[src/rtl/seq_detect_ctrl_pkg.sv]
// Shared types and defaults for the two-slot serial pattern detector controller.
package seq_ctrl_pkg;

  localparam int SEQ_MAX_LEN = 8;
  localparam int SEQ_LEN_W   = 4;

  typedef enum logic [1:0] {
    IDLE  = 2'd0,
    ARMED = 2'd1,
    HOLD  = 2'd2
  } state_e;

  // One detector slot; len of 0 or above SEQ_MAX_LEN leaves the slot disabled.
  typedef struct packed {
    logic [SEQ_MAX_LEN-1:0] pattern;
    logic [SEQ_LEN_W-1:0]   len;
  } slot_cfg_t;

endpackage

[src/rtl/seq_detect_ctrl_if.sv]
// Serial bit input and match-event output handshakes of the detector controller.
interface seq_detect_ctrl_if;
  logic       din_valid;
  logic       din;
  logic       din_ready;
  logic       evt_valid;
  logic       evt_ready;
  logic [1:0] evt_id;

  // Bit source / event sink side
  modport master (
    output din_valid, din, evt_ready,
    input  din_ready, evt_valid, evt_id
  );

  // Controller side
  modport slave (
    input  din_valid, din, evt_ready,
    output din_ready, evt_valid, evt_id
  );
endinterface

[src/rtl/seq_detect_ctrl_slot.sv]
// Combinational compare of one pattern slot against the shared history register.
module pattern_match_slot
  import seq_ctrl_pkg::*;
#(
  parameter int MAX_LEN = SEQ_MAX_LEN,
  parameter int LEN_W   = SEQ_LEN_W
) (
  input  logic [MAX_LEN-1:0] history,
  input  logic [LEN_W-1:0]   bits_seen,
  input  logic [MAX_LEN-1:0] pattern,
  input  logic [LEN_W-1:0]   len,
  output logic               hit
);

  logic [MAX_LEN-1:0] len_mask;
  logic               enabled;

  // Only the low len bits take part; an empty mask must never count as a match.
  always_comb begin
    len_mask = '0;
    for (int i = 0; i < MAX_LEN; i++) begin
      len_mask[i] = (LEN_W'(i) < len);
    end
    enabled = (len != '0) && (len <= LEN_W'(MAX_LEN));
    hit     = enabled && (bits_seen >= len) &&
              (((history ^ pattern) & len_mask) == '0);
  end

endmodule

[src/rtl/seq_detect_ctrl.sv]
// Two-slot programmable serial pattern detector: arm/disarm FSM, shared history,
// match event port and saturating per-slot counters.
//
//  state | meaning
//  IDLE  | disarmed, slot config writable, no bits accepted
//  ARMED | accepting bits and matching both slots
//  HOLD  | match event pending, input stalled until the sink takes it
module seq_detect_ctrl
  import seq_ctrl_pkg::*;
#(
  parameter int MAX_LEN = SEQ_MAX_LEN,
  parameter int LEN_W   = SEQ_LEN_W,
  parameter int CNT_W   = 8
) (
  input  logic               clk,
  input  logic               reset,
  input  logic               cfg_we,
  input  logic               cfg_sel,
  input  logic [MAX_LEN-1:0] cfg_pattern,
  input  logic [LEN_W-1:0]   cfg_len,
  input  logic               cfg_overlap,
  input  logic               start,
  input  logic               stop,
  seq_detect_ctrl_if.slave   bus,
  output logic [CNT_W-1:0]   match_cnt0,
  output logic [CNT_W-1:0]   match_cnt1,
  output logic               busy
);

  localparam logic [CNT_W-1:0] CNT_MAX = {CNT_W{1'b1}};

  state_e             state_q, state_d;
  logic [MAX_LEN-1:0] hist_q, hist_d, hist_new;
  logic [LEN_W-1:0]   bits_q, bits_d, bits_new;
  logic               evt_valid_q, evt_valid_d;
  logic [1:0]         evt_id_q, evt_id_d;
  logic [CNT_W-1:0]   cnt0_q, cnt0_d, cnt1_q, cnt1_d;
  logic               overlap_q, overlap_d;
  slot_cfg_t          slot_q [2];
  slot_cfg_t          slot_d [2];
  logic [1:0]         hit;

  // History and fill level as they would look after taking the bit on the bus.
  always_comb begin
    hist_new = {hist_q[MAX_LEN-2:0], bus.din};
    bits_new = (bits_q == LEN_W'(MAX_LEN)) ? bits_q : bits_q + LEN_W'(1);
  end

  for (genvar k = 0; k < 2; k++) begin : g_slot
    pattern_match_slot #(.MAX_LEN(MAX_LEN), .LEN_W(LEN_W)) u_slot (
      .history   (hist_new),
      .bits_seen (bits_new),
      .pattern   (slot_q[k].pattern),
      .len       (slot_q[k].len),
      .hit       (hit[k])
    );
  end

  // Next-state, datapath updates and counters.
  always_comb begin
    state_d     = state_q;
    hist_d      = hist_q;
    bits_d      = bits_q;
    evt_valid_d = evt_valid_q;
    evt_id_d    = evt_id_q;
    cnt0_d      = cnt0_q;
    cnt1_d      = cnt1_q;
    overlap_d   = overlap_q;
    slot_d      = slot_q;

    case (state_q)
      IDLE: begin
        if (cfg_we) begin
          slot_d[cfg_sel] = '{pattern: cfg_pattern, len: cfg_len};
        end
        if (start && !stop) begin
          hist_d    = '0;
          bits_d    = '0;
          cnt0_d    = '0;
          cnt1_d    = '0;
          overlap_d = cfg_overlap;
          state_d   = ARMED;
        end
      end
      ARMED: begin
        if (stop) begin
          state_d = IDLE;
        end else if (bus.din_valid) begin
          hist_d = hist_new;
          bits_d = bits_new;
          if (|hit) begin
            evt_valid_d = 1'b1;
            evt_id_d    = hit;
            if (hit[0] && cnt0_q != CNT_MAX) cnt0_d = cnt0_q + CNT_W'(1);
            if (hit[1] && cnt1_q != CNT_MAX) cnt1_d = cnt1_q + CNT_W'(1);
            // Non-overlapping mode restarts the fill so hitting bits are not reused.
            if (!overlap_q) bits_d = '0;
            state_d = HOLD;
          end
        end
      end
      HOLD: begin
        if (stop) begin
          evt_valid_d = 1'b0;
          state_d     = IDLE;
        end else if (bus.evt_ready) begin
          evt_valid_d = 1'b0;
          state_d     = ARMED;
        end
      end
      default: begin
        evt_valid_d = 1'b0;
        state_d     = IDLE;
      end
    endcase
  end

  // State and datapath registers.
  always_ff @(posedge clk or negedge reset) begin
    if (!reset) begin
      state_q     <= IDLE;
      hist_q      <= '0;
      bits_q      <= '0;
      evt_valid_q <= 1'b0;
      evt_id_q    <= '0;
      cnt0_q      <= '0;
      cnt1_q      <= '0;
      overlap_q   <= 1'b0;
      slot_q[0]   <= '0;
      slot_q[1]   <= '0;
    end else begin
      state_q     <= state_d;
      hist_q      <= hist_d;
      bits_q      <= bits_d;
      evt_valid_q <= evt_valid_d;
      evt_id_q    <= evt_id_d;
      cnt0_q      <= cnt0_d;
      cnt1_q      <= cnt1_d;
      overlap_q   <= overlap_d;
      slot_q[0]   <= slot_d[0];
      slot_q[1]   <= slot_d[1];
    end
  end

  assign bus.din_ready = (state_q == ARMED);
  assign bus.evt_valid = evt_valid_q;
  assign bus.evt_id    = evt_id_q;
  assign match_cnt0    = cnt0_q;
  assign match_cnt1    = cnt1_q;
  assign busy          = (state_q != IDLE);

endmodule
[src/flat_wrapper.sv]
// flat-port wrapper written by rule: the top's interface ports become plain ports
module seq_detect_ctrl_flat import seq_ctrl_pkg::*;
#(
  parameter int MAX_LEN = SEQ_MAX_LEN,
  parameter int LEN_W   = SEQ_LEN_W,
  parameter int CNT_W   = 8
)
  (clk, reset, cfg_we, cfg_sel, cfg_pattern, cfg_len, cfg_overlap, start, stop, match_cnt0, match_cnt1, busy, bus_din_valid, bus_din, bus_evt_ready, bus_din_ready, bus_evt_valid, bus_evt_id);
  seq_detect_ctrl_if bus_i ();
  input  logic clk;
  input  logic reset;
  input  logic cfg_we;
  input  logic cfg_sel;
  input  logic [MAX_LEN-1:0] cfg_pattern;
  input  logic [LEN_W-1:0] cfg_len;
  input  logic cfg_overlap;
  input  logic start;
  input  logic stop;
  output logic [CNT_W-1:0] match_cnt0;
  output logic [CNT_W-1:0] match_cnt1;
  output logic busy;
  input wire logic [$bits(bus_i.din_valid)-1:0] bus_din_valid;
  input wire logic [$bits(bus_i.din)-1:0] bus_din;
  input wire logic [$bits(bus_i.evt_ready)-1:0] bus_evt_ready;
  output wire logic [$bits(bus_i.din_ready)-1:0] bus_din_ready;
  output wire logic [$bits(bus_i.evt_valid)-1:0] bus_evt_valid;
  output wire logic [$bits(bus_i.evt_id)-1:0] bus_evt_id;
  assign bus_i.din_valid = bus_din_valid;
  assign bus_i.din = bus_din;
  assign bus_i.evt_ready = bus_evt_ready;
  assign bus_din_ready = bus_i.din_ready;
  assign bus_evt_valid = bus_i.evt_valid;
  assign bus_evt_id = bus_i.evt_id;
  seq_detect_ctrl #(.MAX_LEN(MAX_LEN), .LEN_W(LEN_W), .CNT_W(CNT_W)) u_core (.clk(clk), .reset(reset), .cfg_we(cfg_we), .cfg_sel(cfg_sel), .cfg_pattern(cfg_pattern), .cfg_len(cfg_len), .cfg_overlap(cfg_overlap), .start(start), .stop(stop), .bus(bus_i), .match_cnt0(match_cnt0), .match_cnt1(match_cnt1), .busy(busy));
endmodule
[config.mk]
export PLATFORM = sky130hd
export DESIGN_NAME = seq_detect_ctrl_flat
export DESIGN_NICKNAME = d
export VERILOG_FILES = /design/src/rtl/seq_detect_ctrl_pkg.sv /design/src/rtl/seq_detect_ctrl_if.sv /design/src/rtl/seq_detect_ctrl_slot.sv /design/src/rtl/seq_detect_ctrl.sv /design/src/flat_wrapper.sv
export SDC_FILE = /design/constraint.sdc
export NUM_CORES = 1
export LEC_CHECK = 0
export CORE_MARGIN = 3
export CORE_UTILIZATION = 40
export CTS_BUF_LIST = sky130_fd_sc_hd__clkbuf_16
export DETAILED_ROUTE_END_ITERATION = 7
export PLACE_DENSITY = 0.62
export SYNTH_ARGS = -nofsm -noshare
export SYNTH_HDL_FRONTEND = slang
export SYNTH_SLANG_ARGS = --single-unit
[constraint.sdc]
create_clock -name clk -period 6.5 [get_ports clk]
set_input_delay 1.3 -clock clk [delete_from_list [all_inputs] [get_ports clk]]
set_output_delay 1.3 -clock clk [all_outputs]
set_load 0.05 [all_outputs]
==> out/metrics.yaml <==
run_status:
  outcome: "finished, final reports clean"
timing:
  finalHoldViolations: 0
  worst_pin_slew_ps: 1150
  fin_crit_sh: 0.557
  finalSetupViolCount: 0
  timing.fmax_mhz: 276
  min_period_ps: 3620
  rsz0062_at_grt: "false"
  slew_viol_final: 0
  holdWs_ps: 522
  relSlewSlack: 0.232
  finalSetupTns_ps: 0
  skew_ps: 5.10
yosys:
  yosysWarnings: 0
  postSynthCellCount: 302
  synth_cell_types: 48
  ys.flop_type: "dfrtp_1"
  syn_area_um2: 3060
  synthMuxAreaShare: 0.0831
  yosysSeqAreaShare: 0.467
  synth_xor_area_frac: 0.0516
  yosysTopAreaCellShare: 0.467
  synth_top_family_by_area: "compound AO/OA/AOI/OAI gates"
  synth_fp_nets: 336
  yosys.area.top_type: "dfrtp_1"
  synthTopCellsByCount: "57 x dfrtp_1, 34 x nand2_1, 20 x o21ai_0"
  synth_fa_ha_area_frac: 0.0491
  ys_ff_latch: 57
  synth.most_common_cell: "dfrtp_1"
  synthSimpleGateAreaFrac: 0.140
  synth_edf_count: 0
  ys_async_sr_fraction: 1.00
  synth.avg_cell_area_um2: 10.1
  synth.area.top_cells: "dfrtp_1 47%, mux2_2 7.0%, ha_1 4.9%"
  synth_compound_area_frac: 0.172
power:
  total_power_mw: 1.10
  ir_drop_mv: 0.145
  p_leak_nw: 1.54
  p_per_area_nw_per_um2: 290
clock_tree:
  htreeDepth: 3
  cts_buffers: 9
  cts_setup_buffers: 0
  cts_hold_buf: 0
  post_cts_resized: 0
  cts.reportedPaths.clkPinSlew_ps: 50
  cts_tree: "yes"
  clk_latency_ps: 320
  clock_path_buffers: 2
  cts-root-buf: "clkbuf_16"
  cts.sinks: 57
critical_path:
  cp-end-kind: "output pin"
  timing.rr.start: "u_core.bits_q[0]$_DFFE_PN0P_"
  cp_max_fo: 8
  cpMaxStageDelayCell: "clkdlybuf4s50_1"
  worstPathRequired_ps: 5200
  cp.depth: 3
  crit_type: "flip-flop to output pin"
  worstPathCellList: "nand2b_1 > clkinv_1 > clkdlybuf4s50_1"
  crit_family: "buffers and inverters"
  reg2regPathDepth: 12
  cp_slowest_stage_delay_ps: 790
  worst_setup_path_start_kind: "flip-flop"
  cp.buffers_inverters: 2
  arrival_ps: 2320
  worstReg2RegEnd: "u_core.match_cnt1[3]$_DFFE_PN0P_"
  r2r_slack_ps: 2950
routing:
  drc: 0
  wl_per_cell_um: 15.8
  totalWireLength_mm: 7.07
  vias: 2414
  viasPerCell: 5.40
  ant_nets: 0
  drt_iter0_markers: 107
  dr.pass1.iters: 4
grt:
  grt_pass1_vias: 2448
  track_usage: 0.174
  antenna_found_initial: 0
  overflow: 0
  grt_start_max_net_pins: 58
  grt_pass1_wl_mm: 11.8
floorplanning:
  placementRows: 31
  coreArea_um2: 7330
  start_util: 0.417
  die_area_um2: 8730
  die_h_um: 93.4
  ios: 43
  die_w_um: 93.4
finish:
  area_growth_pct: 24.2
  layout-drive-gt1-share: 0.106
  nets: 379
  num_antenna_cells: 0
min_path:
  holdPathStages: 1
  holdPathEnd: "u_core.slot_q[16]$_DFFE_PN0P_"
  min_from: "u_core.slot_q[16]$_DFFE_PN0P_"
  hold_path.class: "flip-flop to flip-flop"
placement:
  port_buffers: 42
  dp_hpwl_mm: 5.01
  gp_congestion: 0.800
job:
  drv_cap: 0
layout by cell type (no fill, tap or decap), types with 6 or more instances in the layout:
master	count
o21ai_0	20
nand3_1	11
nor3_1	7
a22o_1	9
ha_1	12
nor2_1	12
inv_1	19
xnor2_1	15
dfrtp_1	57
nand2b_1	6
nand2_1	34
clkdlybuf4s50_1	41
mux2_2	19
a21oi_1	14
clkbuf_16	9
state kept, by name, indices dropped and copies added (netlist names):
| register | count |
|---|---|
| u_core.slot_q | 24 |
| u_core.match_cnt0 | 8 |
| u_core.match_cnt1 | 8 |
| u_core.hist_q | 7 |
| u_core.bits_q | 4 |
| u_core.bus.evt_id | 2 |
| u_core.state_q | 2 |
| u_core.bus.evt_valid | 1 |
| u_core.overlap_q | 1 |
worst max-delay path by stage:
stage,startpoint,endpoint,slack (ps)
2_1_floorplan,u_core.bits_q[0]$_DFFE_PN0P_,u_core.match_cnt1[3]$_DFFE_PN0P_,3410
3_3_place_gp,bus_din_valid,u_core.match_cnt1[5]$_DFFE_PN0P_,2840
3_5_place_dp,bus_din_valid,u_core.match_cnt1[3]$_DFFE_PN0P_,2760
4_1_cts,u_core.state_q[1]$_DFFE_PN0P_,bus_din_ready,2890
5_1_grt,u_core.bits_q[0]$_DFFE_PN0P_,u_core.match_cnt1[3]$_DFFE_PN0P_,2690
6_report,u_core.state_q[1]$_DFFE_PN0P_,bus_din_ready,2880
report_power, final:
part           switching (mW)  internal (mW)  leakage [nW]
clock network           0.149          0.245         0.130
logic                   0.139          0.115         0.674
registers              0.0481          0.403         0.740
total                   0.336          0.764          1.54
metrics by stage:
stage	cell area (um2)	cells	setup slack, ps	util
2_1_floorplan	3060	302	3410	-
3_3_place_gp	3550	433	2840	0.485
3_5_place_dp	3550	433	2760	0.485
4_1_cts	3800	447	2890	0.518
5_1_grt	3800	447	2690	0.518
6_report	3800	447	2880	0.518
per-layer routing:
metal / routed length (um) / global-route usage
met1: 3470 / 0.239
met2: 3280 / 0.268
met3: 227 / 0.0426
met4: 101 / 0.0635
met5: 0 / 0
cells by family (layout without fill, tap and decap cells):
logic type	after synthesis	count (layout)
and+or+nand+nor	88	88
AOI/OAI and AO/OA	76	76
DFF	57	57
buffers and inverters	28	74
muxes	23	23
xor gates and xnor gates	18	18
adders and majority gates	12	12
final cells by class:
type                       instances  area [um2]
clock buffer                       9         225
clock inverter                     5        18.8
fill                             676        3530
inverter                          17        63.8
multi-input combinational        217        1520
sequential                        57        1430
tap                               99         124
timing repair buffer              43         423
(Power assumes the default switching activity.)
